$ cat src/rtl/irq_nest_dispatcher_if.sv
// Signal bundle between the interrupt controller / CPU core and the nesting dispatcher.
// master = dispatcher side, slave = controller and core side.
interface irq_nest_dispatcher_if #(
    parameter int VEC_W = 5
);
    logic             irq_req;
    logic [VEC_W-1:0] irq_vector;
    logic             irq_ack;
    logic             global_en;
    logic             core_irq;
    logic [VEC_W-1:0] core_vector;
    logic             core_take;
    logic             core_eoi;
    logic             in_service;
    logic [VEC_W-1:0] cur_vector;
    logic [3:0]       active_depth;
    logic [1:0]       err_flags;
    logic             err_clr;

    modport master (
        input  irq_req, irq_vector, global_en, core_take, core_eoi, err_clr,
        output irq_ack, core_irq, core_vector, in_service, cur_vector, active_depth, err_flags
    );

    modport slave (
        output irq_req, irq_vector, global_en, core_take, core_eoi, err_clr,
        input  irq_ack, core_irq, core_vector, in_service, cur_vector, active_depth, err_flags
    );
endinterface

$ cat src/rtl/irq_nest_dispatcher.sv
// Offers the controller's best vector to the core, completes take/ack, and keeps a
// LIFO of nested in-service vectors so only strictly higher priority can preempt.
module irq_nest_dispatcher #(
    parameter int NEST_DEPTH = 4,
    parameter int VEC_W      = 5
) (
    input logic                   clk,
    input logic                   rst_n,
    irq_nest_dispatcher_if.master bus
);
    localparam int         IDX_W     = (NEST_DEPTH > 1) ? $clog2(NEST_DEPTH) : 1;
    localparam logic [3:0] DEPTH_MAX = 4'(NEST_DEPTH);

    typedef enum logic [0:0] {
        IDLE  = 1'b0,
        OFFER = 1'b1
    } state_t;

    state_t           state_r, state_s;
    logic [VEC_W-1:0] stack_r [NEST_DEPTH];
    logic [3:0]       depth_r, depth_s;
    logic             core_irq_r, core_irq_s;
    logic [VEC_W-1:0] core_vector_r, core_vector_s;
    logic [VEC_W-1:0] cur_vector_r, cur_vector_s;
    logic             in_service_r;
    logic [1:0]       err_r, err_s;
    logic [VEC_W-1:0] top_s;
    logic [IDX_W-1:0] top_idx_s, below_idx_s, push_idx_s;
    logic             elig_s, accept_s, pop_s, take_err_s, eoi_err_s;

    // Stack pointers and eligibility, always judged against the pre-pop stack
    always_comb begin
        top_idx_s   = IDX_W'(depth_r - 4'd1);
        below_idx_s = IDX_W'(depth_r - 4'd2);
        push_idx_s  = IDX_W'(depth_r);
        if (depth_r != 4'd0) begin
            top_s = stack_r[top_idx_s];
        end else begin
            top_s = '0;
        end
        elig_s = bus.global_en & bus.irq_req & (depth_r < DEPTH_MAX) &
                 ((depth_r == 4'd0) | (bus.irq_vector < top_s));
    end

    // Offer FSM: withdraw beats retarget beats accept
    always_comb begin
        state_s       = state_r;
        core_irq_s    = core_irq_r;
        core_vector_s = core_vector_r;
        accept_s      = 1'b0;
        take_err_s    = 1'b0;
        case (state_r)
            IDLE: begin
                take_err_s = bus.core_take;
                if (elig_s) begin
                    state_s       = OFFER;
                    core_irq_s    = 1'b1;
                    core_vector_s = bus.irq_vector;
                end else begin
                    state_s = IDLE;
                end
            end
            OFFER: begin
                if (!elig_s) begin
                    state_s    = IDLE;
                    core_irq_s = 1'b0;
                    take_err_s = bus.core_take;
                end else if (bus.irq_vector != core_vector_r) begin
                    core_vector_s = bus.irq_vector;
                end else if (bus.core_take) begin
                    accept_s   = 1'b1;
                    core_irq_s = 1'b0;
                    state_s    = IDLE;
                end else begin
                    state_s = OFFER;
                end
            end
            default: begin
                state_s    = IDLE;
                core_irq_s = 1'b0;
            end
        endcase
    end

    // Next stack depth, next top-of-stack and sticky error flags
    always_comb begin
        pop_s     = bus.core_eoi & (depth_r != 4'd0);
        eoi_err_s = bus.core_eoi & (depth_r == 4'd0);
        case ({accept_s, pop_s})
            2'b10:   depth_s = depth_r + 4'd1;
            2'b01:   depth_s = depth_r - 4'd1;
            default: depth_s = depth_r;
        endcase
        if (accept_s) begin
            cur_vector_s = core_vector_r;
        end else if (pop_s && (depth_r > 4'd1)) begin
            cur_vector_s = stack_r[below_idx_s];
        end else if (pop_s) begin
            cur_vector_s = '0;
        end else begin
            cur_vector_s = top_s;
        end
        if (bus.err_clr) begin
            err_s = {take_err_s, eoi_err_s};
        end else begin
            err_s = err_r | {take_err_s, eoi_err_s};
        end
    end

    // State, offer and status registers
    always_ff @(posedge clk) begin
        if (!rst_n) begin
            state_r       <= IDLE;
            depth_r       <= 4'd0;
            core_irq_r    <= 1'b0;
            core_vector_r <= '0;
            cur_vector_r  <= '0;
            in_service_r  <= 1'b0;
            err_r         <= 2'b00;
        end else begin
            state_r       <= state_s;
            depth_r       <= depth_s;
            core_irq_r    <= core_irq_s;
            core_vector_r <= core_vector_s;
            cur_vector_r  <= cur_vector_s;
            in_service_r  <= (depth_s != 4'd0);
            err_r         <= err_s;
        end
    end

    // LIFO storage; EOI together with accept overwrites the old top in place
    always_ff @(posedge clk) begin
        if (!rst_n) begin
            for (int i = 0; i < NEST_DEPTH; i++) begin
                stack_r[i] <= '0;
            end
        end else if (accept_s && pop_s) begin
            stack_r[top_idx_s] <= core_vector_r;
        end else if (accept_s) begin
            stack_r[push_idx_s] <= core_vector_r;
        end else begin
            stack_r <= stack_r;
        end
    end

    assign bus.irq_ack      = accept_s & rst_n;
    assign bus.core_irq     = core_irq_r;
    assign bus.core_vector  = core_vector_r;
    assign bus.cur_vector   = cur_vector_r;
    assign bus.in_service   = in_service_r;
    assign bus.active_depth = depth_r;
    assign bus.err_flags    = err_r;
endmodule

$ cat src/flat_wrapper.sv
// flat-port wrapper written by rule: the top's interface ports become plain ports
module irq_nest_dispatcher_flat 
#(
    parameter int NEST_DEPTH = 4,
    parameter int VEC_W      = 5
)
  (clk, rst_n, bus_irq_req, bus_irq_vector, bus_global_en, bus_core_take, bus_core_eoi, bus_err_clr, bus_irq_ack, bus_core_irq, bus_core_vector, bus_in_service, bus_cur_vector, bus_active_depth, bus_err_flags);
  irq_nest_dispatcher_if #(.VEC_W(VEC_W)) bus_i ();
  input logic clk;
  input logic rst_n;
  input wire logic [$bits(bus_i.irq_req)-1:0] bus_irq_req;
  input wire logic [$bits(bus_i.irq_vector)-1:0] bus_irq_vector;
  input wire logic [$bits(bus_i.global_en)-1:0] bus_global_en;
  input wire logic [$bits(bus_i.core_take)-1:0] bus_core_take;
  input wire logic [$bits(bus_i.core_eoi)-1:0] bus_core_eoi;
  input wire logic [$bits(bus_i.err_clr)-1:0] bus_err_clr;
  output wire logic [$bits(bus_i.irq_ack)-1:0] bus_irq_ack;
  output wire logic [$bits(bus_i.core_irq)-1:0] bus_core_irq;
  output wire logic [$bits(bus_i.core_vector)-1:0] bus_core_vector;
  output wire logic [$bits(bus_i.in_service)-1:0] bus_in_service;
  output wire logic [$bits(bus_i.cur_vector)-1:0] bus_cur_vector;
  output wire logic [$bits(bus_i.active_depth)-1:0] bus_active_depth;
  output wire logic [$bits(bus_i.err_flags)-1:0] bus_err_flags;
  assign bus_i.irq_req = bus_irq_req;
  assign bus_i.irq_vector = bus_irq_vector;
  assign bus_i.global_en = bus_global_en;
  assign bus_i.core_take = bus_core_take;
  assign bus_i.core_eoi = bus_core_eoi;
  assign bus_i.err_clr = bus_err_clr;
  assign bus_irq_ack = bus_i.irq_ack;
  assign bus_core_irq = bus_i.core_irq;
  assign bus_core_vector = bus_i.core_vector;
  assign bus_in_service = bus_i.in_service;
  assign bus_cur_vector = bus_i.cur_vector;
  assign bus_active_depth = bus_i.active_depth;
  assign bus_err_flags = bus_i.err_flags;
  irq_nest_dispatcher #(.NEST_DEPTH(NEST_DEPTH), .VEC_W(VEC_W)) u_core (.clk(clk), .rst_n(rst_n), .bus(bus_i));
endmodule
$ cat config.mk
export PLATFORM = sky130hd
export DESIGN_NAME = irq_nest_dispatcher_flat
export DESIGN_NICKNAME = d
export VERILOG_FILES = /design/src/rtl/irq_nest_dispatcher_if.sv /design/src/rtl/irq_nest_dispatcher.sv /design/src/flat_wrapper.sv
export SDC_FILE = /design/constraint.sdc
export NUM_CORES = 1
export LEC_CHECK = 0
export BUFFER_PORTS_ARGS = -buffer_cell sky130_fd_sc_hd__buf_4
export CORE_ASPECT_RATIO = 1.25
export CORE_MARGIN = 2
export CORE_UTILIZATION = 47
export CTS_BUF_LIST = sky130_fd_sc_hd__clkbuf_8
export DETAILED_ROUTE_END_ITERATION = 8
export PLACE_DENSITY = 0.73
export SLEW_MARGIN = 10
export SYNTH_ARGS = -nofsm -noshare
export SYNTH_HDL_FRONTEND = slang
export SYNTH_SLANG_ARGS = --single-unit
$ cat constraint.sdc
create_clock -name clk -period 6.4 [get_ports clk]
set_input_delay 1.6 -clock clk [delete_from_list [all_inputs] [get_ports clk]]
set_output_delay 1.6 -clock clk [all_outputs]
set_load 0.005 [all_outputs]
==> summary.md, run 1 <==
| Metric | Value |
|---|---|
| Status | complete, no violations |
| Clock share of power | between 40% and 50% |
| Total core area | 4730 um2 |
| Initial antenna violation count | 0 |
| Setup TNS | 0 ps |
| Area Growth Syn to Fin | 15.45% |
| Total track usage | roughly a fifth |
| Period utilization | 85.22% |
| RSZ-0062 raised after global routing | no |
| Iter 0 DRT Violations | 118 |
| Post-Syn Nets | 261 |
| Placer Congestion | 0.8856 |
| Critical path arrival | approximately 3900 ps |
| Rel. slew slack | 56.47% |
| Type of the worst min-delay path | flip-flop to flip-flop |
| Detailed placer's ending HPWL | around 3.8 mm |
| Die area | 5455 um2 |
| Number of port buffers | 30 |
| Syn. warnings | 0 |
| Max-slew violation count | 0 |
| Total CTS buffers | 5 |
| Final hold viol count | 0 |
| Final nets | around 280 |
| Post-CTS setup buffers | 0 |
| Cell Area, Placed | ~2500 um2 |
| Worst-Margin Slew | 652.8 ps |
| Critical-path maximum fanout | 14 |
| Total wire length | 4.997 mm |
| CP Capture Type | output port |
| Num rows | 28 |
| # setup viols final | 0 |
| Syn avg cell area | roughly 10 um2 |
| Cell area after layout | 2646 um2 |
| Post-synthesis sequential area ratio | 34.06% |
| Gate power share | 6.9% |
| Pre-CTS setup slack | 1203 ps |
| Synthesized area | ~2300 um2 |
| DR vias | between 1500 and 2000 |
| Ports | 31 |
| Leak Pwr | 0.001109 uW |
| Root buffer cell | clkbuf_8 |
| PD cells | 198.7 nW/um2 |
| Starting density of the core | 48.47% |
| CTS tree | yes |
| WS Path Type | flip-flop to output port |
| Reg power frac | 47.5% |
| FMAX | 0.1833 GHz |
| Average wire per standard cell | 15.76 um |
| Post-CTS Resized | 0 |
| CP Launch Type | flip-flop |
| Max IR drop VDD | 0.1054 mV |
| Die height | around 80 um |
| Diodes inserted | 0 |
| Synth cell types | 43 |
| Clk slew on worst S/H paths | roughly 70 ps |
| Max clock buf depth | 2 |
| Data required, critical path | 4800 ps |
| Htree depth | 2 |
| Global route overflow | 0 |
| Most used DFF post-synth | dfxtp_1 |
| Switching share of power | roughly a fifth |
| Max_cap viols | 0 |
| DRC viols | 0 |
| Clock insertion delay at the later pin of the skew report | 290 ps |
| Number of synthesized flops with an enable pin | 0 |
| Net Sw Power | approximately 110 uW |
| Post-cts hold buffer count | 0 |
| Tmin final | around 5500 ps |
| First-pass DRT Iterations | 4 |
| Via density | 5.726 |
| Asr flop ratio synth | 0% |
| Pin count of the biggest net entering global routing | 36 |
| DIE WIDTH | 66.46 um |
| Placed cells | 309 |
| ANT nets after route | 0 |
| Share of cells above drive strength 1 | 22.57% |
| Skew final | 9.132 ps |
| Vias in the first global route | 1720 |
| Final Worst Setup Slack | between 900 and 1000 ps |
| First-pass GRT wire length | around 8 mm |
| FF+latch count, synth | 39 |
| Total power | 525.8 uW |
| Final Non-Filler Cells | approximately 320 |
| Clock sink count | 39 |
| Internal | 416.6 uW |
| Cells after synthesis | 234 |
==> layout by cell type (no fill, tap or decap), types with 2 or more instances in the layout <==
cell type / count
a211oi_1: 6
bufinv_16: 2
or3_1: 3
xor2_1: 4
nand3_1: 2
inv_1: 11
nor3_1: 8
mux4_2: 9
buf_4: 31
or2_2: 3
mux2i_1: 30
nor2_1: 8
mux2_2: 2
dfxtp_1: 39
clkbuf_8: 5
nor3_4: 2
xnor2_1: 2
nor2b_1: 2
nand2_1: 39
a221o_1: 2
a22oi_1: 5
a21oi_1: 8
nand2b_1: 2
ha_1: 15
==> synth_stat cells, drive strengths merged (3+ instances only) <==
| library cell | count | area share (%) |
|---|---|---|
| nor2 | 8 | 1.3 |
| xor2 | 4 | 1.5 |
| buf | 8 | 2.5 |
| a21oi | 8 | 1.7 |
| mux2i | 30 | 13 |
| a211oi | 6 | 2.0 |
| a22oi | 5 | 1.6 |
| or2 | 3 | 0.82 |
| nand2 | 39 | 6.4 |
| dfxtp | 39 | 34 |
| nor3 | 10 | 3.2 |
| mux4 | 9 | 8.8 |
| inv | 10 | 1.6 |
| or3 | 4 | 1.3 |
| ha | 15 | 8.2 |
| clkbuf | 8 | 1.3 |
==> metrics by stage <==
step / utilization (%) / hold WS (ps)
2_1_floorplan: - / 441.1
3_3_place_gp: 53.15 / 456.9
3_5_place_dp: 53.15 / 463.9
4_1_cts: 55.95 / 475.4
5_1_grt: 55.95 / 496.1
6_report: 55.95 / 475.5
==> layout make-up <==
class                   instances  area (um2)
well taps                      60       75.07
flip-flops and latches         39       780.7
repair buffers                 31       232.7
clock buffers                   5       68.82
multi-input cells             169        1388
fillers                       431        2083
inverters                      10       37.54
clock inverters                 3       63.81
==> registers in the layout, summed over array words and instances, names as in the netlist <==
register and count:
u_core.bus.active_depth 4, u_core.bus.core_irq 1, u_core.bus.core_vector 5, u_core.bus.cur_vector 5
u_core.bus.err_flags 2, u_core.bus.in_service 1, u_core.stack_r 20, u_core.state_r 1
==> path summary, 6_finish.rpt <==
check | from | slack [ps] | depth (start not counted) | endpoint
worst min register to register | u_core.bus.err_flags[1] | 480 | 2 | u_core.bus.err_flags[1]
worst min-delay path | u_core.bus.err_flags[1] | 480 | 2 | u_core.bus.err_flags[1]
worst max register to register | u_core.bus.active_depth[1] | 1620 | 14 | u_core.bus.in_service
worst max-delay path | u_core.bus.active_depth[1] | 950 | 10 | bus_irq_ack
==> power groups by stage <==
stage | registers [uW] | clock network, uW | logic (uW)
finish | 250 | 240 | 36.1
global route | 250 | 256 | 39.7
floorplan | 255 | 0 | 20.2
detailed placement | 255 | 0 | 36.3
CTS | 250 | 244 | 36.4
global placement | 255 | 0 | 35.9
==> per-layer routing <==
metal / vias to the layer above / GRT usage (%) / part of all wire, %
met2: 44 / 34.80 / 51
met5: - / 0 / 0
met3: 5 / 4.247 / 4.6
met4: 0 / 6.735 / 1.3
met1: 888 / 24.68 / 43
li1: 878 / - / -
==> worst max-delay path, cell delays in order (launching register included) <==
cell	delay, ps
dfxtp_1	630
inv_1	200
ha_1	510
mux4_2	370
nand2_1	100
ha_1	240
a41o_1	240
a221o_1	590
or2_2	460
nor2_1	120
buf_4	120
==> kinds of logic after synthesis <==
group | after synthesis | share of synthesized area, %
AOI/OAI and AO/OA | 33 | 11.19
xor gates and xnor gates | 6 | 2.293
adders and majority gates | 15 | 8.188
buffers and inverters | 26 | 5.404
DFF | 39 | 34.06
muxes | 41 | 22.93
and+or+nand+nor | 74 | 15.94
(Power assumes the default switching activity.)
==> inputs of run 2 (changes only) <==
==> constraint.sdc (replaced) <==
create_clock -name clk -period 6.4 [get_ports clk]
set_input_delay 0.96 -clock clk [delete_from_list [all_inputs] [get_ports clk]]
set_output_delay 0.96 -clock clk [all_outputs]
set_load 0.005 [all_outputs]
==> run 2 against run 1 <==
Net effect:
- sequential power barely moved
- non-clock buffer count did not move
- power barely moved
- critical path type unchanged
- design area did not move
- sequential cell count did not move
- die area did not move
- via count fell by 0.72%
- hold slack got worse by 7.2 ps
- cell count did not move
- largest cell class unchanged
- fmax rose by 13%
- core utilization did not move
==> summary.md, run 2 (synthesized netlist as in run 1, its figures left out) <==
| Metric | Value |
|---|---|
| Total core area | 4730 um2 (unchanged) |
| CP Launch Type | flip-flop (unchanged) |
| Worst-Margin Slew | 646.2 ps (was 652.8 ps) |
| Post-CTS Resized | 0 (unchanged) |
| Met3 Use GR | 3.836% (was 4.247%) |
| GR peak layer | met2 (unchanged) |
| Type of the worst min-delay path | flip-flop to flip-flop (unchanged) |
| Root buffer cell | clkbuf_8 (unchanged) |
| Max_cap viols | 0 (unchanged) |
| First-pass DRT Iterations | 4 (unchanged) |
| Skew final | 10.91 ps (was 9.132 ps) |
| Clk slew on worst S/H paths | 70 ps (about the same) |
| Global route overflow | 0 (unchanged) |
| CTS tree | yes (unchanged) |
| Number of port buffers | 30 (unchanged) |
| Pin count of the biggest net entering global routing | 36 (unchanged) |
| Max incr delay on CP | 620 ps (was 630 ps) |
| Delay-heaviest family, CP | compound AO/OA/AOI/OAI gates (unchanged) |
| Placed cells | 309 (unchanged) |
| RSZ-0062 raised after global routing | no (unchanged) |
| Initial antenna violation count | 0 (unchanged) |
| Status | complete, no violations (unchanged) |
| Most frequent cells in the layout | 39 x nand2_1, 39 x dfxtp_1, 31 x buf_4 (unchanged) |
| Htree depth | 2 (unchanged) |
| Die area | 5455 um2 (unchanged) |
| Clock sink count | 39 (unchanged) |
| Critical-path maximum fanout | 14 (unchanged) |
| Max IR drop VDD | 0.08159 mV (was 0.1054 mV) |
| First-pass GRT wire length | 8.155 mm (was 8.224 mm) |
| Largest Register | u_core.stack_r (unchanged) |
| Critical path arrival | 3850 ps (about the same) |
| Cell Area, Placed | 2514 um2 (unchanged) |
| Via density | 5.685 (was 5.726) |
| DR vias | 1802 (was 1815) |
| # setup viols final | 0 (unchanged) |
| Max clock buf depth | 2 (unchanged) |
| Bufs and invs on worst path | 2 (unchanged) |
| CP Capture Type | output port (unchanged) |
| Share of cells above drive strength 1 | 22.57% (unchanged) |
| Placer Congestion | 0.9043 (was 0.8856) |
| Post-CTS setup buffers | 0 (unchanged) |
| Clock insertion delay at the later pin of the skew report | 300 ps (was 290 ps) |
| Crit-path slowest cell | dfxtp_1 (unchanged) |
| Max reg flops | 20 (unchanged) |
| Die height | 82.08 um (unchanged) |
| Final Worst Setup Slack | 1591 ps (was 945.9 ps) |
| Detailed placer's ending HPWL | 3.721 mm (was 3.820 mm) |
| Leak Pwr | 0.001109 uW (unchanged) |
| Tmin final | 4809 ps (was 5454 ps) |
| PD cells | 198.8 nW/um2 (was 198.7 nW/um2) |
| Total wire length | 4.926 mm (was 4.997 mm) |
| Num rows | 28 (unchanged) |
| Total power | 526.0 uW (was 525.8 uW) |
| Final nets | 283 (unchanged) |
| WS Path Type | flip-flop to output port (unchanged) |
| FMAX | 0.2079 GHz (was 0.1833 GHz) |
| DIE WIDTH | 66.46 um (unchanged) |
| Data required, critical path | 5440 ps (was 4800 ps) |
| Final Non-Filler Cells | 317 (unchanged) |
| GRT met2 Usage | 35.00% (was 34.80%) |
| DRC viols | 0 (unchanged) |
| Post-cts hold buffer count | 0 (unchanged) |
| Average wire per standard cell | 15.54 um (was 15.76 um) |
| GR Util met1 | 22.96% (was 24.68%) |
| Total track usage | 19.61% (was 20.10%) |
| Final hold viol count | 0 (unchanged) |
| Diodes inserted | 0 (unchanged) |
| Cell area after layout | 2646 um2 (unchanged) |
| Critical path cell sequence | inv_1 -> ha_1 -> mux4_2 -> nand2_1 -> ha_1 -> a21oi_1 -> o2111ai_1 -> a221o_1 -> or2_2 -> nor2_1 -> buf_4 (was inv_1 -> ha_1 -> mux4_2 -> nand2_1 -> ha_1 -> a41o_1 -> a221o_1 -> or2_2 -> nor2_1 -> buf_4) |
| Total CTS buffers | 5 (unchanged) |
| Pre-CTS setup slack | 1698 ps (was 1203 ps) |
| Vias in the first global route | 1725 (was 1720) |
| Setup TNS | 0 ps (unchanged) |
| Ports | 31 (unchanged) |
| Most numerous cell on the critical path | ha_1 (unchanged) |
| Rel. slew slack | 56.91% (was 56.47%) |
| Max-slew violation count | 0 (unchanged) |
| Area Growth Syn to Fin | 15.45% (unchanged) |
| Iter 0 DRT Violations | 82 (was 118) |
| Starting density of the core | 48.47% (unchanged) |
| ANT nets after route | 0 (unchanged) |
| Period utilization | 75.14% (was 85.22%) |
-- run 2: cell counts in the layout (fill, tap and decap cells not counted) --
Identical to the previous run, type by type.
-- run 2: cell type report --
cell class,count,area [um2]
Tap cell,60,75.07
Sequential cell,39,780.7
Clock inverter,3,63.81
Inverter,10,37.54
Fill cell,429,2083
Clock buffer,5,68.82
Timing Repair Buffer,31,232.7
Multi-Input combinational cell,169,1388
-- run 2: tightest hold or removal path, cell delays in order, from the launching register on --
cell      delay (ps)
dfxtp_1          310
nand2b_1          60
a21oi_1           50
-- run 2: report_power, final --
group / switching (uW) / internal [uW] / total (uW)
Clock: 86.0 / 154 / 240
Sequential: 3.54 / 246 / 250
Combinational: 19.9 / 16.3 / 36.1
-- run 2: through the flow --
stage               utilization [%]  hold WS, ps
floorplan                         -        441.1
global placement              53.15        456.4
detailed placement            53.15        461.7
CTS                           55.95        472.4
global route                  55.95        489.5
finish                        55.95        468.3
-- run 2: worst paths after layout --
| check | from | endpoint | slack (ps) | depth (start not counted) |
|---|---|---|---|---|
| worst max register to register | u_core.bus.active_depth[1] | u_core.bus.in_service | 1700 | 15 |
| worst min register to register | u_core.bus.err_flags[1] | u_core.bus.err_flags[1] | 470 | 2 |
| worst max-delay path | u_core.bus.active_depth[1] | bus_irq_ack | 1590 | 11 |
| worst min-delay path | u_core.bus.err_flags[1] | u_core.bus.err_flags[1] | 470 | 2 |
-- run 2: metal layers --
metal / wire length (um) / part of all wire, %
met4: 66 / 1.3
met1: 2099 / 43
met3: 197 / 4.0
met2: 2562 / 52
met5: 0 / 0
